### src/rtl/sipo_pkg.sv
// Shared types and constants for the SIPO deserializer.
//   sipo_state_t : receive FSM state (IDLE between words, SHIFT mid-word)
//   ORD_MSB/LSB  : values of the bit-order select
package sipo_pkg;

  typedef enum logic {IDLE, SHIFT} sipo_state_t;

  localparam logic ORD_MSB = 1'b0;
  localparam logic ORD_LSB = 1'b1;

endpackage

### src/rtl/sipo_shift_stage.sv
// Shift register with selectable direction.
// Ports:
//   clk, reset : clock, synchronous active-high reset
//   clr        : synchronous clear of the register
//   en         : shift one bit this cycle
//   ord        : ORD_MSB shifts left (sin into bit 0), ORD_LSB shifts right (sin into bit N-1)
//   sin        : serial input bit
//   r          : current register contents
//   r_next     : combinational value the register takes if en is set
module sipo_shift_stage
  import sipo_pkg::*;
#(
  parameter int unsigned N = 8
) (
  input  logic         clk,
  input  logic         reset,
  input  logic         clr,
  input  logic         en,
  input  logic         ord,
  input  logic         sin,
  output logic [N-1:0] r,
  output logic [N-1:0] r_next
);

  always_comb begin
    r_next = r;
    if (ord == ORD_LSB) begin
      r_next = {sin, r[N-1:1]};
    end else begin
      r_next = {r[N-2:0], sin};
    end
  end

  always_ff @(posedge clk) begin
    if (reset || clr) begin
      r <= '0;
    end else if (en) begin
      r <= r_next;
    end
  end

endmodule

### src/rtl/sipo_deserializer.sv
// Serial-in/parallel-out receiver: assembles N-bit words from a qualified bit stream,
// delivers them through a valid/ready holding register and flags dropped words.
// Ports:
//   clk, reset : clock, synchronous active-high reset (highest priority)
//   sin        : serial data bit, qualified by sin_valid
//   lsb_first  : bit order, sampled on the first bit of each word
//   clear      : abort the partial word and clear overrun
//   q, q_valid : holding register and its valid flag
//   q_ready    : consumer accepts q when q_valid && q_ready
//   busy       : a word is partially received
//   bit_cnt    : bits received so far in the current word
//   overrun    : sticky, a completed word found the holding register occupied
module sipo_deserializer
  import sipo_pkg::*;
#(
  parameter int unsigned N = 8,
  localparam int unsigned CW = $clog2(N)
) (
  input  logic          clk,
  input  logic          reset,
  input  logic          sin,
  input  logic          sin_valid,
  input  logic          lsb_first,
  input  logic          clear,
  output logic [N-1:0]  q,
  output logic          q_valid,
  input  logic          q_ready,
  output logic          busy,
  output logic [CW-1:0] bit_cnt,
  output logic          overrun
);

  sipo_state_t   state_q;
  logic          ord_q;
  logic [CW-1:0] cnt_q;
  logic [N-1:0]  q_q;
  logic          q_valid_q;
  logic          overrun_q;

  logic          ord_eff;
  logic          accept;
  logic          last;
  logic          done;
  logic [N-1:0]  r;
  logic [N-1:0]  r_next;

  // The first bit of a word must use the order sampled in that same cycle.
  assign ord_eff = (state_q == IDLE) ? lsb_first : ord_q;
  assign accept  = sin_valid && !clear;
  assign last    = (state_q == SHIFT) && (cnt_q == CW'(N - 1));
  assign done    = accept && last;

  sipo_shift_stage #(
    .N (N)
  ) u_shift (
    .clk    (clk),
    .reset  (reset),
    .clr    (clear),
    .en     (accept),
    .ord    (ord_eff),
    .sin    (sin),
    .r      (r),
    .r_next (r_next)
  );

  always_ff @(posedge clk) begin
    if (reset) begin
      state_q   <= IDLE;
      ord_q     <= ORD_MSB;
      cnt_q     <= '0;
      q_q       <= '0;
      q_valid_q <= 1'b0;
      overrun_q <= 1'b0;
    end else begin
      if (clear) begin
        state_q   <= IDLE;
        cnt_q     <= '0;
        overrun_q <= 1'b0;
      end else if (sin_valid) begin
        unique case (state_q)
          IDLE: begin
            state_q <= SHIFT;
            ord_q   <= lsb_first;
            cnt_q   <= CW'(1);
          end
          SHIFT: begin
            if (last) begin
              state_q <= IDLE;
              cnt_q   <= '0;
            end else begin
              cnt_q <= cnt_q + CW'(1);
            end
          end
        endcase
      end

      // Holding register: a completion may refill it in the same cycle it is consumed.
      if (done) begin
        if (!q_valid_q || q_ready) begin
          q_q       <= r_next;
          q_valid_q <= 1'b1;
        end else begin
          overrun_q <= 1'b1;
        end
      end else if (q_valid_q && q_ready) begin
        q_valid_q <= 1'b0;
      end
    end
  end

  assign q       = q_q;
  assign q_valid = q_valid_q;
  assign busy    = (state_q == SHIFT);
  assign bit_cnt = cnt_q;
  assign overrun = overrun_q;

  logic unused_r;
  assign unused_r = ^r;

endmodule
### config.mk
export PLATFORM = sky130hd
export DESIGN_NAME = sipo_deserializer
export DESIGN_NICKNAME = d
export VERILOG_FILES = /design/src/rtl/sipo_pkg.sv /design/src/rtl/sipo_shift_stage.sv /design/src/rtl/sipo_deserializer.sv
export SDC_FILE = /design/constraint.sdc
export NUM_CORES = 1
export LEC_CHECK = 0
export ABC_AREA = 1
export CAP_MARGIN = 40
export CORE_MARGIN = 3
export CORE_UTILIZATION = 55
export CTS_BUF_LIST = sky130_fd_sc_hd__clkbuf_4
export CTS_CLUSTER_DIAMETER = 60
export DETAILED_ROUTE_END_ITERATION = 6
export PLACE_DENSITY = 0.79
export SYNTH_ARGS = -nofsm -noshare
export SYNTH_HDL_FRONTEND = slang
export SYNTH_HIERARCHICAL = 1
export SYNTH_SLANG_ARGS = --single-unit
### constraint.sdc
create_clock -name clk -period 2 [get_ports clk]
set_input_delay 0.4 -clock clk [delete_from_list [all_inputs] [get_ports clk]]
set_output_delay 0.4 -clock clk [all_outputs]
set_load 0.01 [all_outputs]
**Word-level counts from Yosys, hierarchy flattened**

Index checks and enable logic that the tools add are counted.

- Bits of input ports: 7
- Logic and storage cells: 37
- Register bits: 23
- Output and inout bits: 14

- Reduce and logical (&&, ||, !) cells: 13
- Multiplexer cells: 12
- Equality and inequality tests: 2
- Add/subtract/negate cells: 1
- Bitwise logic cells: 2

Operator list:

| cell | number |
|---|---|
| $mux 1 | 8 |
| $mux 8 | 1 |
| $pmux 3 s2 | 1 |
| $reduce_and 2->1 | 3 |
| $logic_and 1x1->1 | 4 |
| $add 3x1->3 const B | 1 |
| $eq 3x3->1 const B | 1 |
| $mux 3 | 1 |
| $logic_not 1->1 | 2 |
| $logic_or 1x1->1 | 2 |
| $ne 2x1->1 const B | 1 |
| $not 1->1 | 2 |
| $pmux 1 s2 | 1 |
| $reduce_bool 2->1 | 1 |
| $reduce_or 2->1 | 1 |

**Depth between registers and ports, before layout**

- Word-level depth: 5
- Depth in mapped cells: 12
- Mapped depth without buffers: 11

**By module**

The synthesis kept the hierarchy.

By module, submodules not included:

| module | times used | sequential area each (um2) | cells an instance | area an instance (um2) |
|---|---|---|---|---|
| sipo_deserializer | 1 | 300.3 | 111 | 752.0 |
| sipo_shift_stage | 1 | 160.2 | 79 | 479.2 |

**Least setup slack after synthesis**

Ideal clock, no wire load.

- Path kind: flip-flop to flip-flop
- Start point: register state_q (netlist: busy)
- End point: register q_q[1] (netlist: q[1])
- Arrival: 1.230 ns
- Cell stages (with the launch flop): 12
- Setup slack: 0.660 ns
- Required time: 1.890 ns
- Library setup time: 0.110 ns
- Path buffers: 1
- Period minus slack after synthesis: 1.340 ns
- Cell sequence: dfxtp_1 > nand2_1 > and2_1 > inv_1 > buf_4 > inv_4 > nand2_1 > nand2_1 > inv_1 > nand3_1 > nand2_1 > nor2_1

- Elaborated cells on any way between the ends: 5
- Classes of those cells: mux (2); reduce/logical (3)

RTL lines:

| what | line | source |
|---|---|---|
| from (decl) | sipo_deserializer.sv:33 | `sipo_state_t state_q;` |
| from (signal assigned) | sipo_deserializer.sv:68 | `state_q <= IDLE;` |
| from (signal assigned) | sipo_deserializer.sv:76 | `state_q <= IDLE;` |
| from (signal assigned) | sipo_deserializer.sv:82 | `state_q <= SHIFT;` |
| $mux 1 | - |  |
| named net ord_eff | sipo_deserializer.sv:40 | `logic ord_eff;` |
| $mux 8 | sipo_shift_stage.sv:27 | `if (ord == ORD_LSB) begin` |
| named net r_next[1] | sipo_deserializer.sv:45 | `logic [N-1:0] r_next;` |
| to (signal assigned) | sipo_deserializer.sv:100 | `q_q <= r_next;` |
| to (decl) | sipo_deserializer.sv:36 | `logic [N-1:0] q_q;` |

The timed path passes the listed nets, and every way through them passes these cells.
A chain may end at the register's enable or synchronous reset.

**Worst setup path after layout**

- Start point: register state_q (netlist: busy)
- End point: output busy

RTL lines:

| what | line | source |
|---|---|---|
| to (decl) | sipo_deserializer.sv:28 | `output logic busy,` |

No word-level cell between the ends.

==> flow_metrics.env <==
export IMPL_crit_chain="clkdlybuf4s50_1"
export IMPL_cp_max_fo=8
export IMPL_synth_avg_cell_area_um2=6.480
export IMPL_antenna_cells=0
export IMPL_clockRootBuffer="clkbuf_4"
export IMPL_grt_first_pass_wirelength_mm=4.340
export IMPL_via_per_inst=4.739
export IMPL_min_period_ns=1.808
export IMPL_p_leak_nw=0.7242
export IMPL_finalCritPeriodShare_pct=90.38
export IMPL_h_tree_depth=1
export IMPL_max_freq_ghz=0.5532
export IMPL_hold_slack_ns=0.4874
export IMPL_skew_ns=0.002688
export IMPL_max_stage_delay_ns=0.60
export IMPL_cpMaxStageDelayCell="clkdlybuf4s50_1"
export IMPL_grt_busiest_layer="met2"
export IMPL_post_cts_buffers=0
export IMPL_drt_wirelength_per_cell_um=9.887
export IMPL_antenna_found_initial=0
export IMPL_rsz0062_at_grt="false"
export IMPL_use_met1_pct=25.26
export IMPL_num_vias=1128
export IMPL_hold_viol=0
export IMPL_grt_use_met2_pct=34.90
export IMPL_path_clk_slew_ns=0.12
export IMPL_status="finished, final reports clean"
export IMPL_clk_insertion_delay_late_ns=0.30
export IMPL_hold_class="reg -> reg"
export IMPL_postSynthRegisterBits=23
export IMPL_fin_tns_setup_ns=0
export IMPL_syn_area_um2=1231
export IMPL_cts_sink_count=23
export IMPL_hpwl_mm=1.836
export IMPL_powerDensity_nw_per_um2=533.4
export IMPL_synth_distinct_cells=22
export IMPL_ir_worst_vdd_uv=394.3
export IMPL_drt_total_wl_mm=2.353
export IMPL_gp_congestion=0.9057
export IMPL_utilization_pct=71.38
export IMPL_dieArea_um2=2842
export IMPL_drive_gt1_share_pct=8.531
export IMPL_first_pass_iters=5
export IMPL_netlist_instances=190
export IMPL_drc=0
export IMPL_grt_use_met3_pct=2.817
export IMPL_finalSetupViolCount=0
export IMPL_ys_seq_area_share_pct=37.40
export IMPL_cts_tree="built"
export IMPL_core_um2=2042
export IMPL_critPathLaunchType="flip-flop"
export IMPL_drtIter0Drc=18
export IMPL_rows=16
export IMPL_postPlaceCellArea_um2=1430
export IMPL_io_buffers=20
export IMPL_grt_max_degree=20
export IMPL_end_kind="output port"
export IMPL_arrival_ns=1.41
export IMPL_tightest_slew_ns=0.3131
export IMPL_syn_nets=199
export IMPL_die_height_um=53.31
export IMPL_clk_path_buf_depth=2
export IMPL_cp_required_ns=1.60
export IMPL_stdcell_area_um2=1458
export IMPL_dp_slack_ns=0.1233
export IMPL_detail_route_antenna_nets=0
export IMPL_final_common_cell="nand2_1"
export IMPL_path_class="reg -> out"
export IMPL_first_global_vias=1076
export IMPL_grt_usage_pct=20.32
export IMPL_io_pins=21
export IMPL_fin_nets=221
export IMPL_ys_warnings_count=6
export IMPL_cts_resized=0
export IMPL_setup_ws_ns=0.1923
export IMPL_grt_overflow_total=0
export IMPL_maxCapViolations=0
export IMPL_die_w_um=53.31
export IMPL_start_util_pct=60.29
export IMPL_final_max_slew_viol_count=0
export IMPL_ctsHoldBuffers=0
export IMPL_crit_family="buffers and inverters"
export IMPL_syn_to_final_growth_pct=18.39
export IMPL_path_buf_inv=1
export IMPL_relSlewSlack_pct=79.10
export IMPL_cts_buffers=3
export IMPL_final_cell_mix="nand2_1 (59), inv_1 (38), dfxtp_1 (23)"
[metal layers]
layer	vias up	wire length [um]
met5	-	0
met4	0	23
met3	4	88
met2	25	1151
met1	492	1090
li1	607	-
[sequential cells by signal, summed over array words and instances, names as in the netlist]
register	cells
q	8
u_shift/r	8
overrun	1
bit_cnt	3
q_valid	1
busy	1
ord_q	1
[final timing paths]
path	to	from	cells after the start	slack, ns
setup / recovery	busy	busy$_SDFFE_PP0P_	1	0.19
hold / removal	overrun$_SDFF_PP0_	overrun$_SDFF_PP0_	2	0.49
setup reg to reg	q[7]$_SDFFE_PP0P_	busy$_SDFFE_PP0P_	10	0.42
hold reg to reg	overrun$_SDFF_PP0_	overrun$_SDFF_PP0_	2	0.49
[cell usage after synthesis]
cell type / count / area [um2]
o21ai_0: 1 / 5.000
buf_1: 1 / 3.750
buf_12: 1 / 20.02
nor2_4: 1 / 11.26
ha_1: 2 / 25.02
inv_1: 38 / 142.6
nand3_1: 18 / 90.09
a21oi_1: 6 / 30.03
buf_6: 1 / 11.26
nand4_1: 3 / 18.77
nand2_1: 59 / 221.5
dfxtp_1: 23 / 460.4
and2_1: 1 / 6.260
buf_4: 1 / 7.510
nor2_2: 2 / 12.51
nor2_8: 1 / 20.02
nor2_1: 22 / 82.58
nand2_4: 1 / 11.26
inv_2: 4 / 15.01
nand2_2: 2 / 12.51
inv_4: 1 / 6.260
nand3_4: 1 / 17.52
[per-stage QoR]
step,total power [mW],cells
final,0.7776,238
after global routing,0.8202,238
after CTS,0.7872,238
after detailed placement,0.5785,234
after global placement,0.5760,234
after floorplan,0.5532,190
[final cells by class]
type / instances / area (um2)
Fill cell: 194 / 584.3
Multi-Input combinational cell: 120 / 564.3
Sequential cell: 23 / 460.4
Timing Repair Buffer: 21 / 207.7
Inverter: 43 / 163.9
Tap cell: 27 / 33.78
Clock buffer: 3 / 22.52
Clock inverter: 1 / 5.005
[report_power, final]
part	switching, mW	total [mW]	leakage, nW	internal [mW]
combinational	0.0569	0.0947	0.520	0.0378
clock	0.135	0.209	0.0177	0.0746
sequential	0.00753	0.474	0.186	0.466
[logic make-up after synthesis]
kind of cell,share of synthesized area [%]
AND/OR/NAND/NOR,40.96
buffers and inverters,16.77
flip-flops,37.40
AO/OA/AOI/OAI,2.845
adder cells (fa/ha/maj),2.032
Note: power is estimated with default switching activity, not from simulation.
==> RTL change (config.mk and constraints unchanged) <==
`N` is set to 8 in 2 places; all go to 16.
--- a/src/rtl/sipo_shift_stage.sv
+++ b/src/rtl/sipo_shift_stage.sv
@@ -10,7 +10,7 @@
 module sipo_shift_stage
   import sipo_pkg::*;
 #(
-  parameter int unsigned N = 8
+  parameter int unsigned N = 16
 ) (
   input  logic         clk,
   input  logic         reset,
--- a/src/rtl/sipo_deserializer.sv
+++ b/src/rtl/sipo_deserializer.sv
@@ -13,7 +13,7 @@
 module sipo_deserializer
   import sipo_pkg::*;
 #(
-  parameter int unsigned N = 8,
+  parameter int unsigned N = 16,
   localparam int unsigned CW = $clog2(N)
 ) (
   input  logic          clk,
Ports: changed (resized bit_cnt and q); port bits go from 21 to 30. No check against the original RTL was run, so the function may have changed too.
==> RTL change against the original RTL <==
  * Combinational power increased by 53%
  * First-iteration DRC count increased to 4.7 times the old value
  * Total power increased by 75%
  * Synthesized area increased by 62%
  * Final cell count increased by 63%
  * Wire length increased by 64%
  * Sequential cell count increased by 17
  * Non-clock buffer count increased by 14
  * Synthesized cell count increased by 64%
  * Global-route usage decreased by 0.52 points
  * Final area increased by 61%
  * Sequential share of layout area increased by 2.5 points
  * Register-to-register slack got worse by 0.03 ns
  * Worst setup slack got worse by 0.016 ns
  * Critical path type unchanged
  * Highest routed layer unchanged
==> RTL change: results (changes against the original RTL) <==
* Status: finished, final reports clean
* Met3 Track Usage GR at 0.0408 (+0.0126)
* Power density over the cells at 578 mW/mm^2 (+8.4%)
* Buffer share of cell area at 0.148 (+0.00546)
* Nets at 349 (+58%)
* Count of multi-input gates at 216 (+80%)
* Buffers on Ports at 29 (+45%)
* Reg-to-Reg End: q[13]
* 1st-pass router iterations at 4 (-1)
* Leakage at 0.00124 uW (+72%)
* Adder-cell area share of the yosys netlist at 0.00627 (-0.0141)
* R2R depth at 7 (-3)
* Filler cell count at 325 (+68%)
* Distinct cells, synth at 24 (+9.1%)
* TritonCTS Buffers at 5 (+2)
* Top area cells in the synthesized netlist: dfxtp_1 (40%), nand2_1 (19%), nor2_1 (12%)
* H-tree levels at 2 (+1)
* Max FO, Critical Path at 9 (+1)
* Max_slew headroom at 0.761 (-0.0297)
* DR WL met2 at 1.78 mm (+54%)
* Largest net degree at the start of global routing at 36 (+80%)
* Synth top cells by count: nand2_1 (102), nor2_1 (66), dfxtp_1 (40), inv_1 (39), nand3_1 (20)
* Non-clock buffers at 35 (+67%)
* Cell Int Power at 1010 uW (+75%)
* #FFs+latches synth at 40 (+74%)
* GR met2 Demand/Resource at 0.325 (-0.0243)
## RTL change: cell types whose count changed after synthesis, moves of 3 or more
cell,delta
nor2_1,+44
nand2_1,+43
dfxtp_1,+17
nand2_2,+8
buf_2,+3
buf_6,+3
inv_2,-3
## RTL change: through the flow
step	instances	area, sq um	hold WS, ns
2_1_floorplan	311	2000	0.469
3_3_place_gp	380	2300	0.464
3_5_place_dp	380	2300	0.465
4_1_cts	387	2350	0.481
5_1_grt	387	2350	0.518
6_report	387	2350	0.476
## RTL change: worst max path at each step
| stage | to | slack, ns | cells after the start |
|---|---|---|---|
| floorplan | q[0] | 0.59 | 7 |
| CTS | busy | 0.15 | 1 |
| detailed placement | q[1] | 0.09 | 6 |
| finish | busy | 0.18 | 1 |
| global placement | q[4] | 0.13 | 6 |
| global route | busy | 0.09 | 1 |
## RTL change: cell families after synthesis
kind of cell,count (synthesis)
flops,40
buf+inv,55
compound gates,11
simple gates,204
fa+ha+maj,1
